[config.mk]
export PLATFORM = sky130hd
export DESIGN_NAME = clock_failover_ctrl
export DESIGN_NICKNAME = d
export VERILOG_FILES = /design/src/rtl/clock_mon_pkg.sv /design/src/rtl/clock_failover_ctrl_strobe_debounce.sv /design/src/rtl/clock_failover_ctrl.sv
export SDC_FILE = /design/constraint.sdc
export NUM_CORES = 1
export LEC_CHECK = 0
export BUFFER_PORTS_ARGS = -buffer_cell sky130_fd_sc_hd__buf_4
export CAP_MARGIN = 20
export CORE_AREA = 2 2 69 71
export CTS_BUF_LIST = sky130_fd_sc_hd__clkbuf_4 sky130_fd_sc_hd__clkbuf_8 sky130_fd_sc_hd__clkbuf_16
export DETAILED_ROUTE_END_ITERATION = 16
export DIE_AREA = 0 0 71 73
export GPL_TIMING_DRIVEN = 0
export PLACE_DENSITY_LB_ADDON = 0.25
export SYNTH_ARGS = -nofsm -noshare
export SYNTH_HDL_FRONTEND = slang
export SYNTH_HIERARCHICAL = 1
export SYNTH_SLANG_ARGS = --single-unit
[constraint.sdc]
create_clock -name clk_sys -period 5.9 [get_ports clk_sys]
set_input_delay 1.18 -clock clk_sys [delete_from_list [all_inputs] [get_ports clk_sys]]
set_output_delay 1.18 -clock clk_sys [all_outputs]
set_load 0.005 [all_outputs]
[src/rtl/clock_mon_pkg.sv]
// Purpose: shared definitions for the clock monitor, failover controller and
//          status register block (state encoding, bus widths, unit notes).
// Contents:
//   CTRL_STATE_W  width of the exported controller state
//   DEV_W         width of ref_freq_deviation; unit is ppm, unsigned
//   SWITCH_W      width of the saturating LOCKED entry/exit counter
//   HOLD_W        width of the holdover evaluation counter
//   ctrl_state_e  controller state encoding (visible in status registers)
package clock_mon_pkg;

    localparam int unsigned CTRL_STATE_W = 3;
    localparam int unsigned DEV_W        = 16;  // ppm, unsigned magnitude
    localparam int unsigned SWITCH_W     = 8;
    localparam int unsigned HOLD_W       = 16;

    typedef enum logic [CTRL_STATE_W-1:0] {
        ST_IDLE     = 3'd0,
        ST_ACQUIRE  = 3'd1,
        ST_LOCKED   = 3'd2,
        ST_HOLDOVER = 3'd3,
        ST_FREERUN  = 3'd4,
        ST_FAULT    = 3'd5
    } ctrl_state_e;

    // States in which the reference cannot be trusted at all.
    function automatic logic is_alarm_state(input ctrl_state_e s);
        return (s == ST_FREERUN) || (s == ST_FAULT);
    endfunction

endpackage

[src/rtl/clock_failover_ctrl_strobe_debounce.sv]
// Purpose: saturating counter of consecutive qualified events, advanced only
//          on measurement strobes; flags when the threshold is reached.
// Ports:
//   clk, rst_n  clock / async active-low reset
//   clear       synchronous clear (wins over counting)
//   strobe      evaluation pulse
//   event_in    event observed on this strobe (0 restarts the run)
//   hit_c       combinational: this strobe brings the run to THRESH
module strobe_debounce #(
    parameter int unsigned THRESH = 4
) (
    input  logic clk,
    input  logic rst_n,
    input  logic clear,
    input  logic strobe,
    input  logic event_in,
    output logic hit_c
);

    localparam int unsigned CNT_W = $clog2(THRESH + 1);

    logic [CNT_W-1:0] count_q;
    logic [CNT_W-1:0] count_d;

    // Threshold includes the event on the current strobe.
    assign hit_c = strobe && event_in && ((32'(count_q) + 32'd1) >= THRESH);

    // Saturating run-length update.
    always_comb begin
        count_d = count_q;
        if (clear) begin
            count_d = '0;
        end else if (strobe) begin
            if (!event_in) begin
                count_d = '0;
            end else if (32'(count_q) < THRESH) begin
                count_d = count_q + CNT_W'(1);
            end
        end
    end

    always_ff @(posedge clk or negedge rst_n) begin
        if (!rst_n) begin
            count_q <= '0;
        end else begin
            count_q <= count_d;
        end
    end

endmodule

[src/rtl/clock_failover_ctrl.sv]
// Purpose: qualifies the 10 MHz reference once per measurement strobe and
//          selects discipline / holdover / free-run for the PPS path.
// Ports:
//   clk_sys, rst_n       100 MHz system clock, async active-low reset
//   enable               low forces IDLE and clears run counters
//   meas_strobe          one-cycle pulse: monitor inputs are fresh
//   ref_clock_valid, ref_freq_deviation, sys_clock_valid, clocks_synchronized
//                        monitor status
//   use_ref_clock        discipline to reference (LOCKED)
//   holdover_active      in HOLDOVER
//   ctrl_state           current state encoding
//   ref_alarm            in FREERUN or FAULT
//   switch_count         saturating count of LOCKED entries/exits
//   holdover_time        evaluations spent in the current/last HOLDOVER
module clock_failover_ctrl
    import clock_mon_pkg::*;
#(
    parameter int unsigned LOCK_COUNT   = 4,
    parameter int unsigned LOSS_COUNT   = 2,
    parameter int unsigned HOLDOVER_MAX = 3600,
    parameter int unsigned DEV_LIMIT    = 50
) (
    input  logic                    clk_sys,
    input  logic                    rst_n,
    input  logic                    enable,
    input  logic                    meas_strobe,
    input  logic                    ref_clock_valid,
    input  logic [DEV_W-1:0]        ref_freq_deviation,
    input  logic                    sys_clock_valid,
    input  logic                    clocks_synchronized,
    output logic                    use_ref_clock,
    output logic                    holdover_active,
    output logic [CTRL_STATE_W-1:0] ctrl_state,
    output logic                    ref_alarm,
    output logic [SWITCH_W-1:0]     switch_count,
    output logic [HOLD_W-1:0]       holdover_time
);

    ctrl_state_e                state_q, state_d;
    logic                       use_ref_clock_q, use_ref_clock_d;
    logic                       holdover_active_q, holdover_active_d;
    logic                       ref_alarm_q, ref_alarm_d;
    logic [CTRL_STATE_W-1:0]    ctrl_state_q, ctrl_state_d;
    logic [SWITCH_W-1:0]        switch_count_q, switch_count_d;
    logic [HOLD_W-1:0]          holdover_time_q, holdover_time_d;

    logic eval_c;
    logic ref_good_c;
    logic good_hit_c, bad_hit_c, sys_hit_c, hold_hit_c;
    logic run_clear_c, sys_clear_c;

    // A strobe only counts once the controller is active.
    assign eval_c     = meas_strobe && enable && (state_q != ST_IDLE);
    assign ref_good_c = ref_clock_valid && clocks_synchronized &&
                        (32'(ref_freq_deviation) <= DEV_LIMIT);
    assign hold_hit_c = eval_c && (state_q == ST_HOLDOVER) &&
                        ((32'(holdover_time_q) + 32'd1) >= HOLDOVER_MAX);

    // Good/bad runs restart when disabled and when recovering out of FAULT.
    assign run_clear_c = !enable || (state_q == ST_IDLE) ||
                         ((state_q == ST_FAULT) && (state_d != ST_FAULT));
    // Recovery run only exists while sitting in FAULT.
    assign sys_clear_c = (state_q != ST_FAULT) || (state_d != ST_FAULT);

    strobe_debounce #(.THRESH(LOCK_COUNT)) u_good_deb (
        .clk      (clk_sys),
        .rst_n    (rst_n),
        .clear    (run_clear_c),
        .strobe   (eval_c),
        .event_in (ref_good_c),
        .hit_c    (good_hit_c)
    );

    strobe_debounce #(.THRESH(LOSS_COUNT)) u_bad_deb (
        .clk      (clk_sys),
        .rst_n    (rst_n),
        .clear    (run_clear_c),
        .strobe   (eval_c),
        .event_in (!ref_good_c),
        .hit_c    (bad_hit_c)
    );

    strobe_debounce #(.THRESH(LOCK_COUNT)) u_sys_deb (
        .clk      (clk_sys),
        .rst_n    (rst_n),
        .clear    (sys_clear_c),
        .strobe   (eval_c && (state_q == ST_FAULT)),
        .event_in (sys_clock_valid),
        .hit_c    (sys_hit_c)
    );

    // State and output registers.
    always_ff @(posedge clk_sys or negedge rst_n) begin
        if (!rst_n) begin
            state_q           <= ST_IDLE;
            use_ref_clock_q   <= 1'b0;
            holdover_active_q <= 1'b0;
            ref_alarm_q       <= 1'b0;
            ctrl_state_q      <= '0;
            switch_count_q    <= '0;
            holdover_time_q   <= '0;
        end else begin
            state_q           <= state_d;
            use_ref_clock_q   <= use_ref_clock_d;
            holdover_active_q <= holdover_active_d;
            ref_alarm_q       <= ref_alarm_d;
            ctrl_state_q      <= ctrl_state_d;
            switch_count_q    <= switch_count_d;
            holdover_time_q   <= holdover_time_d;
        end
    end

    // Next state: disable beats system-clock fault, which beats everything else.
    always_comb begin
        state_d = state_q;
        if (!enable) begin
            state_d = ST_IDLE;
        end else if (state_q == ST_IDLE) begin
            state_d = ST_ACQUIRE;
        end else if (eval_c) begin
            if (!sys_clock_valid) begin
                state_d = ST_FAULT;
            end else begin
                case (state_q)
                    ST_ACQUIRE:  if (good_hit_c) state_d = ST_LOCKED;
                    ST_LOCKED:   if (bad_hit_c)  state_d = ST_HOLDOVER;
                    ST_HOLDOVER: begin
                        // Relock takes precedence over holdover expiry.
                        if (good_hit_c)      state_d = ST_LOCKED;
                        else if (hold_hit_c) state_d = ST_FREERUN;
                    end
                    ST_FREERUN:  if (good_hit_c) state_d = ST_LOCKED;
                    ST_FAULT:    if (sys_hit_c)  state_d = ST_ACQUIRE;
                    default:     state_d = ST_IDLE;
                endcase
            end
        end
    end

    // Registered outputs follow the state being entered.
    always_comb begin
        use_ref_clock_d   = (state_d == ST_LOCKED);
        holdover_active_d = (state_d == ST_HOLDOVER);
        ref_alarm_d       = is_alarm_state(state_d);
        ctrl_state_d      = state_d;
        switch_count_d    = switch_count_q;
        holdover_time_d   = holdover_time_q;

        if (((state_d == ST_LOCKED) != (state_q == ST_LOCKED)) &&
            (switch_count_q != '1)) begin
            switch_count_d = switch_count_q + SWITCH_W'(1);
        end

        if (!enable) begin
            holdover_time_d = '0;
        end else if ((state_d == ST_HOLDOVER) && (state_q != ST_HOLDOVER)) begin
            holdover_time_d = '0;
        end else if (eval_c && (state_q == ST_HOLDOVER) && (holdover_time_q != '1)) begin
            holdover_time_d = holdover_time_q + HOLD_W'(1);
        end
    end

    assign use_ref_clock   = use_ref_clock_q;
    assign holdover_active = holdover_active_q;
    assign ref_alarm       = ref_alarm_q;
    assign ctrl_state      = ctrl_state_q;
    assign switch_count    = switch_count_q;
    assign holdover_time   = holdover_time_q;

endmodule

# Word-level counts from Yosys, hierarchy flattened
# Cells that the tools add are included.
# Widths: inputs -> output; s select.
dict set report word_totals {
  elab_cells 101
  input_bits 23
  output_inout_bits 30
  regBits 38
}
dict set report op_classes {
  n_reduce_logical 32
  muxes 25
  magnitude_cmp 8
  eq_ne 18
  addsub 9
}
# op n
set op_table {}
lappend op_table {{$ge 32x3->1 const B} 2}
lappend op_table {{$mux 3} 17}
lappend op_table {{$mux 16} 3}
lappend op_table {{$ge 32x2->1 const B} 1}
lappend op_table {{$add 16x1->17 const B} 1}
lappend op_table {{$ge 17x12->1 const B} 1}
lappend op_table {{$logic_and 1x1->1} 17}
lappend op_table {{$add 16x1->16 const B} 1}
lappend op_table {{$le 16x6->1 const B} 1}
lappend op_table {{$ne 16x16->1 const B} 1}
lappend op_table {{$eq 3x2->1 const B} 4}
lappend op_table {{$eq 3x3->1 const B} 4}
lappend op_table {{$pmux 3 s4} 1}
lappend op_table {{$ne 3x3->1 const B} 3}
lappend op_table {{$add 3x1->4 const B} 2}
lappend op_table {{$add 8x1->8 const B} 1}
lappend op_table {{$mux 2} 4}
lappend op_table {{$ne 8x8->1 const B} 1}
lappend op_table {{$add 3x1->3 const B} 2}
lappend op_table {{$lt 3x3->1 const B} 2}
lappend op_table {{$ne 3x1->1 const B} 2}
lappend op_table {{$reduce_and 2->1} 3}
lappend op_table {{$reduce_bool 3->1} 2}
lappend op_table {{$logic_or 1x1->1} 4}
lappend op_table {{other kinds (10)} 12}

# Logic depth before layout (Yosys ltp)
# Gate-level depths: netlist of run 1.
dict set report logic_depth {
  word_depth 16
  depth_mapped 15
}

# By module
# The synthesis of run 1 kept the hierarchy.
# module seq_area_each_um2 cells_each instances area_each_um2
set modules_own_cells {}
lappend modules_own_cells {clock_failover_ctrl 750.7 207 1 1899.3}
lappend modules_own_cells {{strobe_debounce (u_good_deb ...)} 75.1 18 2 178.9}
lappend modules_own_cells {{strobe_debounce (u_bad_deb)} 50.0 14 1 122.6}

# Worst setup path before layout of run 1
# No wires, ideal clock.
dict set report synth_path {
  path_type {input -> register}
  start {input port ref_freq_deviation[1]}
  end {register switch_count_q[1], in the netlist switch_count[1]}
  path_buffers 0
  arrival_time_ps 4073
  setup_slack_ps 1702
  setup_ps 125
  path_stages 13
  cell_sequence {a211o_1 nand3_1 nand4_1 inv_1 o211ai_1 a31oi_1 a211oi_1 a211oi_1 nor3_1 a31o_2 nor4b_4 mux2i_2 mux2_4}
}
dict set report synth_between {
  elab_cells_between_ends 18
}
# item line_no
set synth_rtl {}
lappend synth_rtl {{start, declared} clock_failover_ctrl.sv:28} ;# input logic [DEV_W-1:0] ref_freq_deviation,
lappend synth_rtl {{$le 16x6->1 (*)} clock_failover_ctrl.sv:55} ;# (32'(ref_freq_deviation) <= DEV_LIMIT);
lappend synth_rtl {{$logic_and 1x1->1 (*)} clock_failover_ctrl.sv:54} ;# assign ref_good_c = ref_clock_valid && clocks_synchronized &&
lappend synth_rtl {{named net ref_good_c} clock_failover_ctrl.sv:48} ;# logic ref_good_c;
lappend synth_rtl {{$logic_and 1x1->1 (*) (2 in a row)} clock_failover_ctrl_strobe_debounce.sv:26} ;# assign hit_c = strobe && event_in && ((32'(count_q) + 32'd1) >= THRESH);
lappend synth_rtl {{named net good_hit_c} clock_failover_ctrl.sv:49} ;# logic good_hit_c, bad_hit_c, sys_hit_c, hold_hit_c;
lappend synth_rtl {{$mux 3 (on tied branches)} {clock_failover_ctrl.sv:125, clock_failover_ctrl.sv:132, clock_failover_ctrl.sv:129}}
lappend synth_rtl {{$pmux 3 s4 (*)} clock_failover_ctrl.sv:124} ;# case (state_q)
lappend synth_rtl {{$mux 3 (*)} clock_failover_ctrl.sv:121} ;# if (!sys_clock_valid) begin
lappend synth_rtl {{$mux 3 (*)} clock_failover_ctrl.sv:120} ;# end else if (eval_c) begin
lappend synth_rtl {{$mux 3 (*)} clock_failover_ctrl.sv:118} ;# end else if (state_q == ST_IDLE) begin
lappend synth_rtl {{$mux 3 (*)} clock_failover_ctrl.sv:116} ;# if (!enable) begin
lappend synth_rtl {{named net ctrl_state_d[0]} clock_failover_ctrl.sv:43} ;# logic [CTRL_STATE_W-1:0] ctrl_state_q, ctrl_state_d;
lappend synth_rtl {{$eq 3x2->1 (*)} n/a}
lappend synth_rtl {{named net use_ref_clock_d} clock_failover_ctrl.sv:40} ;# logic use_ref_clock_q, use_ref_clock_d;
lappend synth_rtl {{$ne 1x1->1 (*)} clock_failover_ctrl.sv:149} ;# if (((state_d == ST_LOCKED) != (state_q == ST_LOCKED)) &&
lappend synth_rtl {{$logic_and 1x1->1 (*)} clock_failover_ctrl.sv:149}
lappend synth_rtl {{end signal, assigned} clock_failover_ctrl.sv:108} ;# switch_count_q <= switch_count_d;
lappend synth_rtl {{end, declared} clock_failover_ctrl.sv:44} ;# logic [SWITCH_W-1:0] switch_count_q, switch_count_d;
# The timed path passes the listed nets; every way through them passes the cells marked *.
# A chain may end at the register's enable or synchronous reset.

# Final worst setup path of run 1
# Same ends and word-level chain as after synthesis.

==> results.txt, run 1 <==
----------------------------------------------------
[Setup path]
  Data required, critical path ... approximately 6 ns
  Critical setup path kind ... input pin to flop
  Arrival time worst endpoint ... approximately 4.7 ns
  Setup slack of the most critical reg-to-reg path ... approximately 2.1 ns
  Startpoint types ... input pin
  Endpoint class of the critical path ... flop
  Highest fanout seen on the critical path ... 7

[Clocking]
  Resize count post-CTS ... 0
  Clock slew at reported path FFs ... 0.08 ns
  Sink count of the clock tree ... 38
  Clock buffer count from CTS ... 5
  Count of H-tree levels built during CTS ... 2
  Maximum clock path buffer count ... 2
  Clock tree from TritonCTS ... built
  Hold-fix buffers, CTS ... 0
  Post-CTS setup-driven buffer insertion count ... 0
  CTS Root Buffer Type ... sky130_fd_sc_hd__clkbuf_8
  Skew-Pair Late Insertion Delay ... slightly below 0.3 ns

[Global routing]
  Total track usage ... a little over a fifth
  Global-route wire length before repair ... a little under 9000 µm
  Via count of the first global-routing pass ... 1976
  Leftover overflow at the end of global routing ... 0
  Antenna violations before repair ... 0
  Maximum number of pins on one net before global-route repair ... 39

[Synthesis]
  Leading register cell type out of synthesis ... sky130_fd_sc_hd__dfrtp_1
  Unique cell type count in the Yosys netlist ... 54
  Netlist area before placement ... around 2400 µm²
  Post-Synthesis Net Count ... between 200 and 300
  Leading cell type by number of instances after synthesis ... sky130_fd_sc_hd__dfrtp_1
  Proportion of synthesized flip-flops having asynchronous set or reset ... 100.0%
  Post-synth top area cell ... sky130_fd_sc_hd__dfrtp_1
  Top cells by area, synth ... sky130_fd_sc_hd__dfrtp_1, sky130_fd_sc_hd__xor2_1, sky130_fd_sc_hd__nor2_1
  Instance count of the mapped netlist ... about 260
  Yosys synthesis warning count ... 6
  Post-synth EDFFs ... 0
  Area share of the largest cell type after synthesis ... between 30% and 40%
  Syn Area/Cell ... 9.260 µm²
  Number of synthesized register bits ... 38
  Most common library cells after synthesis ... sky130_fd_sc_hd__dfrtp_1, sky130_fd_sc_hd__nor2_1, sky130_fd_sc_hd__nand2_1
  Sequential element share of the synthesized area ... roughly 40%

[Final layout]
  Area added between synthesis and finish ... 23.24%
  Final Net Count ... 345
  Number of antenna diodes ... 0
  Fraction of layout cells with a size suffix above 1 ... between 20% and 30%

[Die]
  Area of the placeable core ... roughly 4500 µm²
  Effective utilization at floorplan ... 52.47%
  Floorplan die height ... between 70 and 80 µm
  Horizontal die dimension ... about 71 µm
  Num ports ... 53
  Die Outline Area ... a little over 5000 µm²
  Site Rows ... 25

[Place]
  Number of buffer cells added on primary ports ... 52
  Post-detail-place hpwl ... 3823 µm
  Final Wtd Congestion ... approximately 0.87
  Minimum setup slack after placement ... 1.135 ns

[Min path]
  Worst Hold Class ... flop to flop

[STA]
  Final count of negative-setup-slack endpoints ... 0
  Final number of hold-violating endpoints ... 0
  Fin worst setup slack ... ~1.4 ns
  Final period demand of the worst path ... approximately 4.5 ns
  Count of pins over their slew limit ... 0
  Final clock period utilization by the worst path ... approximately three quarters
  Transition time at the pin with the least slew margin ... about 0.62 ns
  Total negative slack ... 0 ns
  Unrepaired setup endpoints after global routing ... false
  Worst-case clock skew ... ~0.004 ns
  Worst slew margin ... between 50% and 60%
  Fmax ... ~220 MHz

[Power and ir drop]
  Reported leakage power ... around 1.4 nW
  Worst VDD drop ... 140.6 µV
  Final Power ... around 0.50 mW
  Total power per unit cell area ... approximately 170 nW/µm²

[Run status]
  Outcome ... complete, no violations

[Route]
  Residual DRC count ... 0
  1st-iter DRT viols ... 118
  WL/cell ... approximately 14 µm
  Remaining antenna violation count after routing ... 0
  Via total after detailed routing ... 2167
  DR vias/cell ... approximately 5.8
  Drt pass-1 iters ... 4
  Final wirelength ... around 5200 µm

[Run]
  Count of maximum capacitance violations ... 0

----------------------------------------------------
[routing by layer]
layer	up-vias	routed length, µm	track usage, %	part of all wire, %
met2	48	2525	35.72	49
met5	-	0	0	0
met3	9	223	4.558	4.3
met4	0	92	7.547	1.8
met1	1050	2340	26.47	45
li1	1060	-	-	-
[report_power, final]
part           internal, mW  total, mW  switching, mW
clock network        0.0939      0.189         0.0952
registers             0.262      0.263        0.00112
logic                0.0204     0.0438         0.0235
[placed cells by master, fill, tap and decap left out, types with 7 or more instances in the layout]
master                     netlist  routed
sky130_fd_sc_hd__buf_4           1      53
sky130_fd_sc_hd__dfrtp_1        38      38
sky130_fd_sc_hd__nor2_1         25      25
sky130_fd_sc_hd__nand2_1        21      21
sky130_fd_sc_hd__nand3_1        13      13
sky130_fd_sc_hd__xor2_1         13      13
sky130_fd_sc_hd__nor3_1         11      11
sky130_fd_sc_hd__nand4_1        10      10
sky130_fd_sc_hd__nand2b_1        9       9
sky130_fd_sc_hd__inv_1           9       9
sky130_fd_sc_hd__a31oi_1         8       8
sky130_fd_sc_hd__a21oi_1         7       7
sky130_fd_sc_hd__xnor2_1         7       7
[path summary, 6_finish.rpt]
kind / from / cells after the start / end
min in group asynchronous: rst_n / 1 / u_sys_deb/count_q[0]
worst max-delay path: ref_freq_deviation[1] / 14 / switch_count[1]
worst max register to register: ctrl_state[1] / 11 / switch_count[1]
max in group asynchronous: rst_n / 1 / holdover_time[6]
worst min-delay path: switch_count[2] / 1 / switch_count[2]
worst min register to register: switch_count[2] / 1 / switch_count[2]
[critical path, cell delays in order]
cell,delay [ns]
sky130_fd_sc_hd__buf_4,0.11
sky130_fd_sc_hd__a211o_1,0.28
sky130_fd_sc_hd__nand3_1,0.09
sky130_fd_sc_hd__nand4_1,0.20
sky130_fd_sc_hd__inv_1,0.22
sky130_fd_sc_hd__o211ai_1,0.11
sky130_fd_sc_hd__a31oi_1,0.51
sky130_fd_sc_hd__a211oi_1,0.17
sky130_fd_sc_hd__a211oi_1,0.26
sky130_fd_sc_hd__nor3_1,0.07
sky130_fd_sc_hd__a31o_2,0.28
sky130_fd_sc_hd__nor4b_4,0.38
sky130_fd_sc_hd__mux2i_2,0.48
sky130_fd_sc_hd__mux2_4,0.34
[state kept, by name (all words and copies together) (netlist names)]
name	cells
ref_alarm	1
holdover_time	16
switch_count	8
holdover_active	1
u_bad_deb/count_q	2
u_good_deb/count_q	3
ctrl_state	3
use_ref_clock	1
u_sys_deb/count_q	3
[final cells by class]
cell class	count	area, µm²
buffer	8	40.04
fill	401	1603
clock inverter	2	12.51
tap	54	67.56
inverter	9	33.78
sequential	38	950.9
multi-input combinational	202	1355
clock buffer	6	82.58
timing repair buffer	52	390.4
[cell families (layout without fill, tap and decap cells)]
kind of cell	after synthesis	in the layout	share of synthesized area (%)
adder cells (fa/ha/maj)	6	6	3.154
XOR/XNOR	20	20	7.361
multiplexers	7	7	3.365
AND/OR/NAND/NOR	123	123	28.39
AO/OA/AOI/OAI	46	46	14.67
flip-flops	38	38	39.96
buffers and inverters	17	77	3.102
[through the flow]
stage                     cells  area, µm²  hold slack, ns  utilization [%]
final                       371       2933          0.5282            64.66
after global routing        371       2933          0.5480            64.66
after CTS                   371       2933          0.5202            64.66
after detailed placement    363       2838          0.5096            62.57
after global placement      363       2838          0.4997            62.57
after floorplan             257       2380          0.4734                -
No activity file was read; power rests on OpenSTA's default activity.
==> run 2, diff against run 1 <==
CORE_AREA = 2 2 73 75   (was 2 2 69 71)
DIE_AREA = 0 0 75 77   (was 0 0 71 73)
clock period = 4.1 ns   (was 5.9 ns; I/O delays follow)
==> run 2 against run 1 <==
Worst hold slack got worse by 0.044 ns. Sequential power grew 44%. Flip-flop and latch count unchanged. Cell area increased by 1.5%. Combinational power rose by 44%. Wire length grew 2.2%. Power rose by 44%. Clock skew is 0.0039 ns higher.
==> results.txt, run 2 (synthesized netlist as in run 1, its figures left out) <==
----------------------------------------------------
[Setup path]
  Arrival time worst endpoint ... approximately 4.0 ns
  Buffering stage count on the worst path with inverters included ... 2
  Worst r2r dst ... switch_count[1]
  Slowest library cell on the worst path ... sky130_fd_sc_hd__mux2i_4
  Worst r2r path cells ... 12
  Highest fanout seen on the critical path ... 7
  Startpoint types ... input pin
  Most prevalent standard cell on the critical path ... sky130_fd_sc_hd__a211oi_1
  Top cell family by delay on the critical path ... compound AO/OA/AOI/OAI gates
  Delay contributed by the slowest stage of the critical path ... 0.41 ns
  Critical path cell sequence ... buf_4 -> a211o_1 -> nand3_1 -> nand4_1 -> inv_2 -> o211ai_1 -> a31oi_4 -> a211oi_1 -> a211oi_1 -> nor3_1 -> a31o_2 -> nor4b_4 -> mux2i_4 -> mux2_4
  Setup slack of the most critical reg-to-reg path ... 0.52 ns
  Launch point of the worst reg-to-reg path ... ctrl_state[1]
  Data required, critical path ... 4.28 ns
  Endpoint class of the critical path ... flop
  Critical setup path kind ... input pin to flop

[Clocking]
  Post-CTS setup-driven buffer insertion count ... 0
  Clock tree from TritonCTS ... built
  Sink count of the clock tree ... 38
  Clock buffer count from CTS ... 5
  Skew-Pair Late Insertion Delay ... about 0.29 ns
  Maximum clock path buffer count ... 2
  Clock slew at reported path FFs ... 0.08 ns
  CTS Root Buffer Type ... sky130_fd_sc_hd__clkbuf_8
  Hold-fix buffers, CTS ... 0
  Count of H-tree levels built during CTS ... 2

[Final layout]
  Final Net Count ... roughly 350
  Final Instance Count excl. Fillers ... between 300 and 400
  Flip-flop count of the largest register, all copies and words added ... 16
  Area added between synthesis and finish ... 25.08%
  Fraction of layout cells with a size suffix above 1 ... about a quarter
  Number of antenna diodes ... 0
  Most frequent cells in the layout ... sky130_fd_sc_hd__buf_4, sky130_fd_sc_hd__dfrtp_1, sky130_fd_sc_hd__nor2_1
  Most common cell after layout, fill and taps aside ... sky130_fd_sc_hd__buf_4
  Filler Cells Inserted ... approximately 470

[Place]
  Instance count after placement with tap cells included ... between 300 and 400
  Final Wtd Congestion ... about 0.87
  Number of buffer cells added on primary ports ... 52
  Post-detail-place hpwl ... around 3800 µm

[Die]
  Effective utilization at floorplan ... 47.81%
  Num ports ... 53
  Area of the placeable core ... between 4000 and 5000 µm²
  Site Rows ... 26
  Die Outline Area ... about 5800 µm²
  Horizontal die dimension ... approximately 75 µm
  Floorplan die height ... 77 µm

[Route]
  DR vias/cell ... roughly 5.6
  Final wirelength ... ~5300 µm
  Via total after detailed routing ... 2149
  Residual DRC count ... 0
  Drt pass-1 iters ... 4
  Remaining antenna violation count after routing ... 0
  WL/cell ... 13.69 µm
  1st-iter DRT viols ... between 150 and 200

[STA]
  Final number of hold-violating endpoints ... 0
  Final count of negative-setup-slack endpoints ... 0
  Unrepaired setup endpoints after global routing ... false
  Worst-case clock skew ... approximately 0.008 ns
  Transition time at the pin with the least slew margin ... between 0.5 and 0.6 ns
  Final clock period utilization by the worst path ... a little over nine tenths
  Hold_ws ... slightly below 0.5 ns
  Final period demand of the worst path ... slightly below 4 ns
  Fmax ... ~260 MHz
  Count of pins over their slew limit ... 0
  Worst slew margin ... between 60 and 70%

[Global routing]
  Total track usage ... about 20%
  Via count of the first global-routing pass ... between 1500 and 2000
  Antenna violations before repair ... 0
  Global-route wire length before repair ... between 9000 and 10000 µm
  Maximum number of pins on one net before global-route repair ... 39
  Leftover overflow at the end of global routing ... 0

[Power and ir drop]
  Reported leakage power ... 1.349 nW
  Total power per unit cell area ... about 240 nW/µm²
  Worst VDD drop ... 166.9 µV

[Run]
  Count of maximum capacitance violations ... 0

[Min path]
  Worst Hold Class ... input pin to async pin

[Run status]
  Outcome ... complete, no violations

----------------------------------------------------
-- run 2: cell type report --
class / instances / area (µm²) / area share [%]
Clock buffer: 6 / 82.58 / 2.774
Multi-Input combinational cell: 202 / 1379 / 46.32
Clock inverter: 2 / 12.51 / 0.4203
Sequential cell: 38 / 950.9 / 31.95
Timing Repair Buffer: 52 / 390.4 / 13.11
Inverter: 9 / 33.78 / 1.135
Tap cell: 70 / 87.58 / 2.942
Buffer: 8 / 40.04 / 1.345
-- run 2: per-layer routing --
metal	wire (µm)	vias up	global-route usage (%)	share of wire (%)
li1	-	1057	-	-
met1	2481	1046	26.76	47
met2	2598	44	31.32	49
met3	195	2	4.468	3.7
met4	23	0	4.821	0.43
met5	0	-	0	0
-- run 2: metrics by stage --
stage / utilization (%) / setup TNS, ns / worst slack [ns] / area [µm²] / power [mW]
after CTS: 59.45 / 0 / 0.04325 / 2959 / 0.7226
after floorplan: - / 0 / 0.2615 / 2380 / 0.4137
after detailed placement: 57.42 / -4.271 / -0.4526 / 2858 / 0.4493
after global placement: 57.42 / -3.381 / -0.4277 / 2858 / 0.4481
after global routing: 59.80 / 0 / 0.02413 / 2977 / 0.7416
final: 59.80 / 0 / 0.2579 / 2977 / 0.7164
-- run 2: power breakdown --
group          switching [mW]  internal, mW
sequential            0.00132         0.377
clock                   0.140         0.135
combinational          0.0338        0.0294
total                   0.175         0.542
-- run 2: what timing repair did --
action,in CTS,in global routing
pin swaps,0,2
resized for setup,1,3
endpoints found under the setup margin,6,7
-- run 2: worst max path at each step --
stage	slack, ns	endpoint	startpoint	cells past startpoint
global placement	-0.43	switch_count[1]	ref_freq_deviation[11]	13
CTS	0.04	switch_count[1]	ref_freq_deviation[7]	13
finish	0.26	switch_count[1]	ref_freq_deviation[1]	14
detailed placement	-0.45	switch_count[1]	ref_freq_deviation[7]	13
floorplan	0.26	switch_count[1]	ref_freq_deviation[1]	13
global route	0.02	switch_count[7]	ref_freq_deviation[1]	15
==> run 3, diff against run 2 <==
SETUP_SLACK_MARGIN = 0.3   (was unset)
==> run 3 against run 2 <==
Via count rose by 1.1%. Utilization rose by 1.5 points. Sequential share of layout area fell by 0.76 points. Clock skew rose by 0.00086 ns. Critical path depth did not move. Global-route usage rose by 0.69 points. Clock power fell by 2%. Critical endpoint unchanged. Largest power group unchanged. Highest routed layer unchanged.
==> results.txt, run 3 (synthesized netlist as in run 1, its figures left out) <==
----------------------------------------------------
[Run status]
  Outcome ... complete, no violations

[Die]
  Die Outline Area ... roughly 5800 µm²
  Horizontal die dimension ... between 70 and 80 µm
  Site Rows ... 26
  Effective utilization at floorplan ... ~48%
  Floorplan die height ... around 77 µm
  Num ports ... between 50 and 60
  Area of the placeable core ... between 4000 and 5000 µm²

[Place]
  Minimum setup slack after placement ... -0.2279 ns
  Number of buffer cells added on primary ports ... 52
  Post-detail-place hpwl ... about 3900 µm
  Final Wtd Congestion ... between 0.8 and 0.9
  Instance count after placement with tap cells included ... about 380

[Setup path]
  Data required, critical path ... 4.27 ns
  Worst r2r path cells ... 12
  Arrival time worst endpoint ... around 3.8 ns
  Launch point of the worst reg-to-reg path ... ctrl_state[1]
  Setup slack of the most critical reg-to-reg path ... slightly above 0.6 ns
  Worst r2r dst ... switch_count[1]
  Highest fanout seen on the critical path ... 7
  Endpoint class of the critical path ... flop
  Critical setup path kind ... input pin to flop
  Startpoint types ... input pin

[Run]
  Count of maximum capacitance violations ... 0

[Power and ir drop]
  Worst VDD drop ... a little over 200 µV
  Reported leakage power ... 1.392 nW
  Total power per unit cell area ... roughly 230 nW/µm²

[Global routing]
  Via count of the first global-routing pass ... between 2000 and 2500
  Global-route wire length before repair ... ~9200 µm
  Antenna violations before repair ... 0
  Total track usage ... about a fifth
  Grt met3 use ... 4.336%
  GR peak layer ... met2
  Met1 Use GR ... a little over a quarter
  GR Util met2 ... between 30% and 40%
  Leftover overflow at the end of global routing ... 0
  Maximum number of pins on one net before global-route repair ... 39

[STA]
  Hold_ws ... ~0.5 ns
  Count of pins over their slew limit ... 0
  Final clock period utilization by the worst path ... between 80% and 90%
  Final number of hold-violating endpoints ... 0
  Fmax ... approximately 280 MHz
  Unrepaired setup endpoints after global routing ... false
  Worst-case clock skew ... ~0.0087 ns
  Worst slew margin ... 61.74%
  Fin worst setup slack ... between 0.5 and 0.6 ns
  Final count of negative-setup-slack endpoints ... 0
  Total negative slack ... 0 ns
  Final period demand of the worst path ... 3.580 ns
  Transition time at the pin with the least slew margin ... 0.5720 ns

[Clocking]
  Hold-fix buffers, CTS ... 0
  Maximum clock path buffer count ... 2
  CTS Root Buffer Type ... sky130_fd_sc_hd__clkbuf_8
  Skew-Pair Late Insertion Delay ... 0.29 ns
  Clock buffer count from CTS ... 5
  Sink count of the clock tree ... 38
  Count of H-tree levels built during CTS ... 2
  Clock tree from TritonCTS ... built
  Clock slew at reported path FFs ... ~0.08 ns

[Final layout]
  Number of antenna diodes ... 0
  Most common cell after layout, fill and taps aside ... sky130_fd_sc_hd__buf_4
  Most frequent cells in the layout ... sky130_fd_sc_hd__buf_4, sky130_fd_sc_hd__dfrtp_1, sky130_fd_sc_hd__nor2_1
  Final Instance Count excl. Fillers ... around 400
  Final Net Count ... between 300 and 400
  Final core utilization ... between 60% and 70%
  Flip-flop count of the largest register, all copies and words added ... 16
  Area added between synthesis and finish ... 28.13%
  Fraction of layout cells with a size suffix above 1 ... 27.08%

[Route]
  Drt pass-1 iters ... 4
  Via total after detailed routing ... 2173
  WL/cell ... 13.72 µm
  1st-iter DRT viols ... between 150 and 200
  Residual DRC count ... 0
  DR vias/cell ... around 5.5
  Final wirelength ... between 5000 and 6000 µm
  Remaining antenna violation count after routing ... 0

[Min path]
  Worst Hold Class ... input pin to async pin

----------------------------------------------------
==> run 3: changes by cell type in the layout (fill, tap and decap cells not counted), sizes merged <==
| cell | change |
|---|---|
| buf | +8 |
==> run 3: area by class of cell <==
type / instances / area (µm²)
multi-input cells: 202 / 1391
repair buffers: 60 / 450.4
plain buffers: 8 / 40.04
inverters: 9 / 33.78
clock inverters: 2 / 12.51
fillers: 456 / 1928
clock buffers: 6 / 82.58
well taps: 70 / 87.58
flip-flops and latches: 38 / 950.9
==> run 3: worst max-delay path by stage <==
stage                     cells past startpoint  slack, ns                    from               to
after floorplan                              13       0.37   ref_freq_deviation[1]  switch_count[1]
after global placement                       13      -0.21  ref_freq_deviation[11]  switch_count[1]
after detailed placement                     13      -0.23  ref_freq_deviation[11]  switch_count[1]
after CTS                                    13       0.39  ref_freq_deviation[11]  switch_count[1]
after global routing                         15       0.32   ref_freq_deviation[1]  switch_count[7]
final                                        14       0.52   ref_freq_deviation[1]  switch_count[1]
==> run 3: critical path, cell delays in order <==
cell                       delay, ns
sky130_fd_sc_hd__buf_4          0.11
sky130_fd_sc_hd__a211o_1        0.28
sky130_fd_sc_hd__nand3_1        0.08
sky130_fd_sc_hd__nand4_1        0.18
sky130_fd_sc_hd__inv_2          0.12
sky130_fd_sc_hd__o211ai_1       0.14
sky130_fd_sc_hd__a31oi_4        0.25
sky130_fd_sc_hd__a211oi_1       0.13
sky130_fd_sc_hd__a211oi_1       0.20
sky130_fd_sc_hd__nor3_1         0.07
sky130_fd_sc_hd__a31o_2         0.28
sky130_fd_sc_hd__nor4b_4        0.38
sky130_fd_sc_hd__mux2i_4        0.40
sky130_fd_sc_hd__mux2_4         0.33
==> run 3: per-stage QoR <==
step | power, mW | area (µm²)
final | 0.7117 | 3049
after CTS | 0.7164 | 3007
after floorplan | 0.4137 | 2386
after global placement | 0.4479 | 2864
after global routing | 0.7402 | 3049
after detailed placement | 0.4493 | 2864
==> run 3: routing by layer <==
layer | wire length [µm] | vias to the layer above
met5 | 0 | -
met4 | 61 | 0
met3 | 239 | 7
met2 | 2650 | 49
met1 | 2470 | 1038
li1 | - | 1079
==> run 3: timing repair <==
| action | CTS | global route |
|---|---|---|
| resized for setup | 2 | 3 |
| pin swaps | 1 | 3 |
| endpoints found under the setup margin | 7 | 19 |
| buffers inserted | 4 | 4 |
==> run 3: where the power goes <==
part           switching, mW  internal (mW)
registers            0.00144          0.377
clock network          0.134          0.135
logic                 0.0349         0.0297
total                  0.170          0.542
